<file path="config.mk">
export PLATFORM = sky130hd
export DESIGN_NAME = scl_timing_engine
export DESIGN_NICKNAME = d
export VERILOG_FILES = /design/src/rtl/scl_timing_engine.sv
export SDC_FILE = /design/constraint.sdc
export NUM_CORES = 1
export LEC_CHECK = 0
export ABC_AREA = 1
export CAP_MARGIN = 5
export CORE_ASPECT_RATIO = 1.25
export CORE_MARGIN = 1.5
export CORE_UTILIZATION = 53
export DETAILED_ROUTE_END_ITERATION = 6
export PLACE_DENSITY = 0.75
export SYNTH_ARGS = -nofsm -noshare
export SYNTH_HDL_FRONTEND = slang
export SYNTH_SLANG_ARGS = --single-unit
</file>
<file path="constraint.sdc">
create_clock -name clk -period 3.4 [get_ports clk]
set_clock_uncertainty 0.05 [all_clocks]
set_input_delay 0.85 -clock clk [delete_from_list [all_inputs] [get_ports clk]]
set_output_delay 0.85 -clock clk [all_outputs]
set_load 0.03 [all_outputs]
</file>
<file path="src/rtl/scl_timing_engine.sv">
// I2C SCL clock engine: open-drain SCL drive at preset or programmable rates,
// with slave clock stretching, optional stretch timeout and phase strobes.
module scl_timing_engine #(
  parameter int CLK_FREQ_MHZ = 50,
  parameter int DIV_W        = 12,
  parameter int STRETCH_MAX  = 0
) (
  input  logic             clk,
  input  logic             rst,
  input  logic             enable,
  input  logic [1:0]       mode,
  input  logic [DIV_W-1:0] half_cnt,
  input  logic             scl_in,
  output logic             scl_oe,
  output logic             busy,
  output logic             fall_stb,
  output logic             low_mid_stb,
  output logic             rise_stb,
  output logic             high_mid_stb,
  output logic             stretching,
  output logic             timeout_stb,
  output logic [1:0]       state_dbg
);

  typedef enum logic [1:0] {
    S_IDLE    = 2'd0,
    S_LOW     = 2'd1,
    S_RELEASE = 2'd2,
    S_HIGH    = 2'd3
  } state_t;

  localparam int SW = (STRETCH_MAX < 2) ? 1 : $clog2(STRETCH_MAX + 1);

  localparam logic [DIV_W-1:0] H_STD  = DIV_W'(CLK_FREQ_MHZ * 5);
  localparam logic [DIV_W-1:0] H_FAST = DIV_W'((CLK_FREQ_MHZ * 5) / 4);
  localparam logic [DIV_W-1:0] H_FMP  = DIV_W'(CLK_FREQ_MHZ / 2);
  localparam logic [DIV_W-1:0] H_MIN  = DIV_W'(4);
  localparam logic [SW-1:0]    S_MAX  = SW'(STRETCH_MAX);

  state_t           state, state_nxt;
  logic [DIV_W-1:0] cnt, cnt_nxt;
  logic [DIV_W-1:0] h_reg, h_nxt, h_sel;
  logic [SW-1:0]    stretch_cnt, stretch_nxt, stretch_inc;
  logic             stretching_nxt, timeout_nxt;

  always_comb begin
    h_sel = H_STD;
    unique case (mode)
      2'd0: h_sel = H_STD;
      2'd1: h_sel = H_FAST;
      2'd2: h_sel = H_FMP;
      2'd3: h_sel = (half_cnt < H_MIN) ? H_MIN : half_cnt;
    endcase
  end

  // Saturating so a disabled timeout can never wrap the counter.
  assign stretch_inc = (stretch_cnt == '1) ? stretch_cnt : stretch_cnt + 1'b1;

  always_comb begin
    state_nxt      = state;
    cnt_nxt        = cnt;
    h_nxt          = h_reg;
    stretch_nxt    = stretch_cnt;
    stretching_nxt = 1'b0;
    timeout_nxt    = 1'b0;
    case (state)
      S_IDLE: begin
        if (enable) begin
          state_nxt = S_LOW;
          cnt_nxt   = '0;
          h_nxt     = h_sel;
        end
      end
      S_LOW: begin
        if (cnt == h_reg - 1'b1) begin
          state_nxt   = S_RELEASE;
          cnt_nxt     = '0;
          stretch_nxt = '0;
        end else begin
          cnt_nxt = cnt + 1'b1;
        end
      end
      S_RELEASE: begin
        if (scl_in) begin
          state_nxt = S_HIGH;
          cnt_nxt   = '0;
          h_nxt     = h_sel;
        end else begin
          stretch_nxt = stretch_inc;
          if (STRETCH_MAX != 0 && stretch_inc == S_MAX) begin
            timeout_nxt = 1'b1;
            state_nxt   = S_IDLE;
          end else begin
            stretching_nxt = 1'b1;
          end
        end
      end
      S_HIGH: begin
        if (cnt == h_reg - 1'b1) begin
          cnt_nxt = '0;
          if (enable) begin
            state_nxt = S_LOW;
            h_nxt     = h_sel;
          end else begin
            state_nxt = S_IDLE;
          end
        end else begin
          cnt_nxt = cnt + 1'b1;
        end
      end
      default: state_nxt = S_IDLE;
    endcase
  end

  // Outputs are registered from the next-state values so each strobe lines up
  // with the first cycle of the phase it marks.
  always_ff @(posedge clk) begin
    if (rst) begin
      state        <= S_IDLE;
      cnt          <= '0;
      h_reg        <= '0;
      stretch_cnt  <= '0;
      scl_oe       <= 1'b0;
      busy         <= 1'b0;
      fall_stb     <= 1'b0;
      low_mid_stb  <= 1'b0;
      rise_stb     <= 1'b0;
      high_mid_stb <= 1'b0;
      stretching   <= 1'b0;
      timeout_stb  <= 1'b0;
    end else begin
      state        <= state_nxt;
      cnt          <= cnt_nxt;
      h_reg        <= h_nxt;
      stretch_cnt  <= stretch_nxt;
      scl_oe       <= (state_nxt == S_LOW);
      busy         <= (state_nxt != S_IDLE);
      fall_stb     <= (state_nxt == S_LOW)  && (cnt_nxt == '0);
      low_mid_stb  <= (state_nxt == S_LOW)  && (cnt_nxt == (h_nxt >> 1));
      rise_stb     <= (state_nxt == S_HIGH) && (cnt_nxt == '0);
      high_mid_stb <= (state_nxt == S_HIGH) && (cnt_nxt == (h_nxt >> 1));
      stretching   <= stretching_nxt;
      timeout_stb  <= timeout_nxt;
    end
  end

  assign state_dbg = state;

endmodule

</file>
Yosys cells after proc, flatten, opt, wreduce, memory -nomap -nowiden
Index checks and enable logic that the tools add are counted.

storage, ports and cells
  register bits = 33
  input port bits = 18
  output and inout bits = 10
  word-level logic and storage cells = 56

operators by class
  add/sub/neg operators = 2
  $lt $le $gt $ge = 1
  eq/ne operators = 12
  muxes and demuxes = 17
  bitwise logic cells = 1
  reductions and logical operators = 12

operators by type and width
  cell                                                  count
  2-to-1 mux 12 bit                                     7
  one-hot mux 12 bit (3 select lines)                   2
  one-hot mux 12 bit (4 select lines)                   1
  adder 12 x 1 -> 12 bit (second input constant)        1
  equality test 12 x 11 -> 1 bit                        1
  equality test 12 bit                                  1
  logical NOT 12 bit                                    1
  < comparator 12 x 3 -> 1 bit (second input constant)  1
  subtractor 12 x 1 -> 12 bit (second input constant)   1
  equality test 2 bit (second input constant)           5
  2-to-1 mux 2 bit                                      4
  one-hot mux 2 bit (4 select lines)                    1
  equality test 2 x 1 -> 1 bit (second input constant)  3
  logical AND 1 bit                                     4
  logical NOT 2 bit                                     2
  inequality test 2 bit (second input constant)         2
  OR reduction 2 bit                                    2
  AND reduction 3 bit                                   1
  nonzero test 3 bit                                    1
  2-to-1 mux 1 bit                                      2
  nonzero test 2 bit                                    1
  inverter 1 bit                                        1

Logic depth before layout (Yosys ltp)
Gate-level depths: netlist of run 1.

  depth in word-level cells = 8
  gate-level depth with buffers = 23
  mapped depth without buffers = 23

Worst setup path after synthesis of run 1
No wires, ideal clock.

  kind = reg2reg
  from = reg h_reg[0]
  to = reg high_mid_stb
  library setup time = 0.064 ns
  data arrival time = 2.178 ns
  required time = 3.286 ns
  slack = 1.108 ns
  stages on the path, launching flop included = 22
  buffers on the path = 1
  clock period less this slack = 2.292 ns
  path through = dfxtp_1 -> inv_2 -> ha_1 -> inv_1 -> nand2_1 -> nand2_1 -> nor2_1 -> nand3_1 -> nor2_1 -> nand2_1 -> nor2_2 -> nand3_4 -> buf_6 -> a21oi_2 -> nand3_1 -> nand2_1 -> inv_2 -> nor2_1 -> nand2_1 -> nor2_1 -> nand2_1 -> nor2_1

between the ends
  longest elaborated chain between the ends = 6
  elaborated cells on any way between the ends = 12
  those cells by class = add/sub (1); eq/ne (3); mux (7); reduce/logical (1)

ends and longest elaborated chain
  item                                                                                       RTL line  RTL
  start, declared                                                                            42        logic [DIV_W-1:0] h_reg, h_nxt, h_sel;
  start signal, assigned                                                                     134       h_reg <= h_nxt;
  subtractor 12 x 1 -> 12 bit (*)                                                            75, 99
  equality test 12 bit (*)                                                                   75, 99
  2-to-1 mux 12 bit, or another cell as far along                                            75, 99
  one-hot mux 12 bit (3 select lines) or one-hot mux 2 bit (4 select lines) (tied branches)  66        case (state)
  equality test 12 x 11 -> 1 bit or equality test 2 bit (tied branches)                      141       high_mid_stb <= (state_nxt == S_HIGH) && (cnt_nxt == (h_nxt >> 1));
  logical AND 1 bit (*)                                                                      141
  end signal, assigned                                                                       141
  end, declared                                                                              19        output logic high_mid_stb,

Mark *: on every way between the ends. The rest lies on a longest branch, timed or not. The select of a mux whose other input is x is not followed.
A chain may end at the register's enable or synchronous reset.

Worst setup path in the final report of run 1
  from = reg h_reg[1]
  to = reg high_mid_stb

between the ends
  longest elaborated chain between the ends = 6
  elaborated cells on any way between the ends = 14
  those cells by class = add/sub (1); eq/ne (3); mux (9); reduce/logical (1)

ends and longest elaborated chain
  item                                                                                       RTL line
  subtractor 12 x 1 -> 12 bit                                                                75, 99
  equality test 12 bit                                                                       75, 99
  2-to-1 mux 12 bit, or another cell as far along                                            75, 99
  one-hot mux 12 bit (3 select lines) or one-hot mux 2 bit (4 select lines) (tied branches)  66
  equality test 12 x 11 -> 1 bit or equality test 2 bit (tied branches)                      141
  logical AND 1 bit (*)                                                                      141

Marks and branches as above.

==> flow_metrics.tcl, run 1 <==
set metrics [dict create \
    run_status "completed" \
    fmax_ghz 0.323 \
    hold_path_startpoint "h_reg[11]$_SDFF_PP0_" \
    worst-endpoint-required_ns 3.59 \
    max-clock-path-buffers 2 \
    drive_gt1_share_pct 6.49 \
    totalPowerFinal_w 0.00103 \
    setup_viol 0 \
    finalWorstPathRequiredPeriod_ns 3.09 \
    critPathMostFrequentCell "nand2_1" \
    final-hold-violation-count 0 \
    number_of_buffers_inserted_by_hold_repair_at_cts 0 \
    final.setup.tns_ns 0 \
    min_period_over_period_pct 91.0 \
    total_leakage_power_nw 1.72 \
    cp-startpoint "h_reg[1]$_SDFF_PP0_" \
    met2RoutedLength_mm 4.39 \
    cts_setup_buffers 0 \
    ys_ff_latch 33 \
    cp.arrival_ns 3.29 \
    setup.worst_path.class "flop to flop" \
    cts.repair.resized 0 \
    floorplan.core_area_um2 5370 \
    end_kind "flop" \
    ys.warnings.count 0 \
    fin_util_pct 61.8 \
    grt_first_pass_wirelength_mm 14.8 \
    antenna_found_initial 0 \
    dieWidth_um 69.5 \
    syn-mean-instance-area_um2 5.37 \
    final-instance-count-excl-fill 634 \
    drv_cap 0 \
    dominantRegCellSynth "dfxtp_1" \
    worst_slew_pin_slew_ns 0.673 \
    path_cells "inv_1 -> ha_1 -> nand2_1 -> nor2_1 -> o21ai_1 -> nand2_1 -> nand2_1 -> nor2_2 -> nand3_4 -> nand3_1 -> nand2_1 -> nor2_1 -> inv_1 -> nand2_1 -> nand2_1 -> nor2_1 -> nand2_1 -> nor2_1 -> nand2_1 -> nor2_1" \
    vias 3437 \
    drt_iter0_drc 379 \
    routed_via_density 5.42 \
    top_signal_layer_used "met4" \
    synthDistinctLibCells 33 \
    worst-path-max-fanout 20 \
    grt_pass1_vias 3104 \
    critPathSlowestCell "dfxtp_1" \
    die_h_um 86.1 \
    dpl.hpwl_mm 7.25 \
    synth.net_count 565 \
    cts_tree "yes" \
    rsz_0062_raised_after_global_routing "no" \
    ys_async_sr_fraction_pct 0 \
    numPlacedInstances 626 \
    routed_wire_length_per_instance_um 14.4 \
    die_area_um2 5980 \
    place.gp.congestion 0.993 \
    grt.total_usage_pct 31.0 \
    pwr_cell_area_nw_per_um2 311 \
    startpoint_type "flop" \
    final_antenna_net_count 0 \
    route.layer.met1.wl_mm 3.80 \
    synth_enable_flop_cells 0 \
    final.hold.worst_slack_ns 0.650 \
    wl_met3_um 651 \
    design.final.nets 589 \
    kind_of_path_behind_the_tightest_hold_check "flop to flop" \
    synth-seq-area-share_pct 22.6 \
    slew_headroom_pct 55.0 \
    numPortBuffers 26 \
    drv_slew 0 \
    area_growth_syn_to_layout_pct 13.4 \
    drt_first_pass_iters 5 \
    count_of_mapped_cells_out_of_synthesis 545 \
    drt_wl_total_mm 9.14 \
    clk_root_buffer_cell "clkbuf_8" \
    detail_route.drc_violations 0 \
    diodes_inserted 0 \
    syn_area_um2 2930 \
    clock_latency_ns 0.30 \
    cts.sink_count 33 \
    synth_top_cells_by_area "dfxtp_1, nand2_1, nor2_1" \
    cts_bufs_inserted 5 \
    worst_ir_drop_vdd_mv 0.218 \
    cp_peak_stage_delay_ns 0.35 \
    design.portCount 28 \
    yosysTopAreaCell "dfxtp_1" \
    worst_setup_hold_path_clk_slew_ns 0.08 \
    grt_max_degree 23 \
    depth_of_the_cts_h_tree 2 \
    post-synth-top-area-fraction_pct 22.6 \
    worst_r2r_startpoint "h_reg[1]$_SDFF_PP0_" \
    start_util_pct 54.5 \
    grt_remaining_overflow 0 \
    std_cell_rows 30 \
]
kinds of logic (layout without fill, tap and decap cells):
group | after synthesis | after routing | share of synthesized area, %
AND/OR/NAND/NOR | 343 | 343 | 49.4
buffers and inverters | 109 | 134 | 14.7
AO/OA/AOI/OAI | 48 | 48 | 9.67
flip-flops | 33 | 33 | 22.6
XOR/XNOR | 9 | 9 | 2.69
adder cells (fa/ha/maj) | 2 | 2 | 0.855
other | 1 | 1 | 0.128
final timing paths:
kind / endpoint / slack, ns / depth (start not counted)
min reg2reg: h_reg[11]$_SDFF_PP0_ / 0.65 / 4
max reg2reg: high_mid_stb$_SDFF_PP0_ / 0.31 / 20
min: h_reg[11]$_SDFF_PP0_ / 0.65 / 4
max: high_mid_stb$_SDFF_PP0_ / 0.31 / 20
critical path: cells and delay by family, from the launching register on:
| family | cells | cell delay [ns] |
|---|---|---|
| DFF | 1 | 0.35 |
| and+or+nand+nor | 16 | 2.03 |
| buffers and inverters | 2 | 0.28 |
| AOI/OAI and AO/OA | 1 | 0.08 |
| adders and majority gates | 1 | 0.23 |
per-layer routing:
metal / vias up / track usage [%]
met5: - / 0
met4: 0 / 13.7
met3: 26 / 4.23
met2: 148 / 53.2
met1: 1519 / 38.7
li1: 1744 / -
metrics by stage:
stage | area [um^2] | setup slack, ns
after floorplan | 2930 | 1.11
after global placement | 3230 | 0.348
after detailed placement | 3230 | 0.297
after CTS | 3320 | 0.415
after global routing | 3320 | 0.0310
final | 3320 | 0.305
Yosys cell counts, types with 2 or more instances:
cell and n:
o22ai_1 2, nand3_1 60, nand2_1 167, nor3_1 2, buf_6 2, dfxtp_1 33, a22oi_1 2, a21oi_1 12
a21oi_2 5, o221ai_1 2, nand3b_1 3, o21ai_1 3, a31oi_1 2, nand2_2 3, o21ai_0 18, nor2_2 5
clkbuf_1 9, xor2_1 7, nor4_1 2, nor2_1 90, xnor2_1 2, clkinv_1 3, inv_1 83, nand4_1 9
inv_2 10, ha_1 2
placed cells by master (no fill, tap or decap), types with 3 or more instances in the layout:
cell	instances
nand2_1	167
nor2_1	90
inv_1	83
nand3_1	60
dfxtp_1	33
clkdlybuf4s50_1	26
o21ai_0	18
a21oi_1	12
inv_2	10
nand4_1	9
xor2_1	7
nor2_2	5
a21oi_2	5
clkbuf_8	5
buf_4	4
o21ai_1	3
nand3b_1	3
nand2_2	3
clkinv_1	3
clkinvlp_4	3
power by group:
| part | total [W] | switching (W) | internal [W] |
|---|---|---|---|
| clock network | 0.000311 | 0.000167 | 0.000144 |
| logic | 0.000299 | 0.000195 | 0.000104 |
| registers | 0.000423 | 0.0000228 | 0.000401 |
| total | 0.00103 | 0.000385 | 0.000648 |
final cells by class:
class | count | area (um^2)
clock buffer | 5 | 68.8
clock inverter | 3 | 22.5
fill | 541 | 2050
inverter | 96 | 360
multi-input combinational | 403 | 1840
sequential | 33 | 661
tap | 64 | 80.1
timing repair buffer | 30 | 290
No activity file was read; power rests on OpenSTA's default activity.
==> run 2: changes to the inputs <==
--- a/config.mk
+++ b/config.mk
@@ -6,12 +6,13 @@
 export NUM_CORES = 1
 export LEC_CHECK = 0
 export ABC_AREA = 1
-export CAP_MARGIN = 5
+export CAP_MARGIN = 20
+export CELL_PAD_IN_SITES_DETAIL_PLACEMENT = 1
+export CELL_PAD_IN_SITES_GLOBAL_PLACEMENT = 1
 export CORE_ASPECT_RATIO = 1.25
-export CORE_MARGIN = 1.5
-export CORE_UTILIZATION = 53
+export CORE_UTILIZATION = 42
 export DETAILED_ROUTE_END_ITERATION = 6
-export PLACE_DENSITY = 0.75
+export PLACE_DENSITY_LB_ADDON = 0.1
 export SYNTH_ARGS = -nofsm -noshare
 export SYNTH_HDL_FRONTEND = slang
 export SYNTH_SLANG_ARGS = --single-unit
==> flow_metrics.tcl, run 2 (synthesized netlist as in run 1, its figures left out) <==
set metrics [dict create \
    finalWorstPathRequiredPeriod_ns 3.10 \
    critPathMostFrequentCell "nand2_1" \
    diodes_inserted 0 \
    end_kind "flop" \
    drv_cap 0 \
    drt_wl_total_mm 11.1 \
    die_h_um 95.3 \
    min_period_over_period_pct 91.1 \
    dpl.hpwl_mm 9.03 \
    reg2reg_to "high_mid_stb$_SDFF_PP0_" \
    cts_bufs_inserted 5 \
    final.setup.tns_ns 0 \
    cp.arrival_ns 3.29 \
    number_of_cells_traversed_by_the_worst_register_to_register_path 20 \
    routed_via_density 5.43 \
    hold_path_startpoint "cnt[11]$_SDFF_PP0_" \
    cp-startpoint "mode[0]" \
    cts.repair.resized 0 \
    worst_slew_pin_slew_ns 0.525 \
    cp_peak_stage_delay_ns 0.58 \
    grt.total_usage_pct 31.9 \
    rsz_0062_raised_after_global_routing "no" \
    die_area_um2 7300 \
    mostFrequentLayoutCells "nand2_1, nor2_1, inv_1" \
    mostFrequentLayoutCell "nand2_1" \
    pwr_cell_area_nw_per_um2 332 \
    setup_viol 0 \
    final.hold.worst_slack_ns 0.614 \
    clk_root_buffer_cell "clkbuf_8" \
    area_growth_syn_to_layout_pct 17.0 \
    slew_headroom_pct 64.9 \
    cts_tree "yes" \
    std_cell_rows 33 \
    number_of_buffers_inserted_by_hold_repair_at_cts 0 \
    drive_gt1_share_pct 7.63 \
    kind_of_path_behind_the_tightest_hold_check "flop to flop" \
    final-hold-violation-count 0 \
    run_status "completed" \
    cts.sink_count 33 \
    drt_first_pass_iters 4 \
    worst_hold_path.endpoint "cnt[11]$_SDFF_PP0_" \
    worst-endpoint-required_ns 3.60 \
    worst_r2r_startpoint "h_reg[1]$_SDFF_PP0_" \
    startpoint_type "primary input" \
    critical_path_cell_count 17 \
    depth_of_the_cts_h_tree 2 \
    grt_first_pass_wirelength_mm 17.8 \
    final_antenna_net_count 0 \
    drv_slew 0 \
    dieWidth_um 76.6 \
    path_cells "clkdlybuf4s50_1 -> nand2_1 -> inv_1 -> nand2_1 -> nand3_1 -> o21ai_0 -> o21ai_0 -> a21oi_1 -> nand2_1 -> nand2_1 -> nand2_1 -> nand2_1 -> nor2_1 -> nand2_1 -> nor2_1 -> nand2_1 -> nor2_1" \
    detail_route.drc_violations 0 \
    design.portCount 28 \
    grt_max_degree 19 \
    antenna_found_initial 0 \
    total_leakage_power_nw 1.77 \
    clock_latency_ns 0.30 \
    crit_buf_inv 2 \
    worst_setup_hold_path_clk_slew_ns 0.09 \
    critPathSlowestCell "clkdlybuf4s50_1" \
    cts_setup_buffers 0 \
    worst-path-max-fanout 6 \
    grt_remaining_overflow 0 \
    grt_pass1_vias 3589 \
    drt_iter0_drc 248 \
    floorplan.core_area_um2 6650 \
    setup.worst_path.class "primary input to flop" \
    place.gp.congestion 0.930 \
    regToRegSetupSlack_ns 0.36 \
    vias 3606 \
    max-clock-path-buffers 2 \
    worst_ir_drop_vdd_mv 0.191 \
    routed_wire_length_per_instance_um 16.7 \
    hold_path_depth 4 \
    design.final.nets 596 \
    numPortBuffers 26 \
    start_util_pct 44.0 \
    fmax_ghz 0.323 \
    critical-path-top-delay-family "simple AND/OR/NAND/NOR gates" \
]
-- run 2: changes by cell type in the layout (fill, tap and decap cells not counted), sizes merged --
cell,before,now
buf,4,11
bufinv,0,1
clkinv,3,4
clkinvlp,3,1
-- run 2: final cells by class --
cell class	count	area (um^2)
flip-flops and latches	33	661
clock inverters	3	46.3
multi-input cells	403	1840
repair buffers	37	343
clock buffers	5	68.8
well taps	87	109
fillers	1009	3220
inverters	96	360
-- run 2: layer usage --
metal	wire length [um]	GRT usage, %
met3	611	3.25
met1	4610	36.9
met5	0	0
met4	363	14.4
met2	5510	59.6
-- run 2: worst register-to-register path, cell delays in order, from the launching register on --
cell	delay [ns]
dfxtp_1	0.36
inv_1	0.13
ha_1	0.24
nand2_1	0.11
nor2_1	0.17
nand3_1	0.13
nand3_1	0.11
nand2_1	0.07
nor2_2	0.18
nand3_4	0.21
nand2_2	0.27
nand3_1	0.12
nand2_1	0.12
nand2_1	0.09
nand2_1	0.07
nand2_1	0.05
nor2_1	0.16
nand2_1	0.07
nor2_1	0.11
nand2_1	0.09
nor2_1	0.09
-- run 2: worst max-delay path by stage --
stage | to | slack, ns
after detailed placement | high_mid_stb$_SDFF_PP0_ | 0.05
after CTS | high_mid_stb$_SDFF_PP0_ | 0.32
after global routing | high_mid_stb$_SDFF_PP0_ | 0.08
after global placement | high_mid_stb$_SDFF_PP0_ | 0.15
final | high_mid_stb$_SDFF_PP0_ | 0.30
after floorplan | high_mid_stb$_SDFF_PP0_ | 1.11
-- run 2: stage by stage --
step	util, %	setup slack (ns)	total power [W]	instances	cell area, um^2
after detailed placement	49.8	0.0543	0.000746	656	3310
final	51.5	0.303	0.00114	664	3420
after CTS	51.5	0.321	0.00114	664	3420
after global placement	49.8	0.152	0.000737	656	3310
after floorplan	-	1.11	0.000634	545	2930
after global routing	51.5	0.0769	0.00119	664	3420
-- run 2: power by group --
group	internal (W)	switching [W]	total (W)
logic	0.000110	0.000209	0.000319
clock network	0.000220	0.000177	0.000397
registers	0.000400	0.0000218	0.000422
total	0.000730	0.000408	0.00114
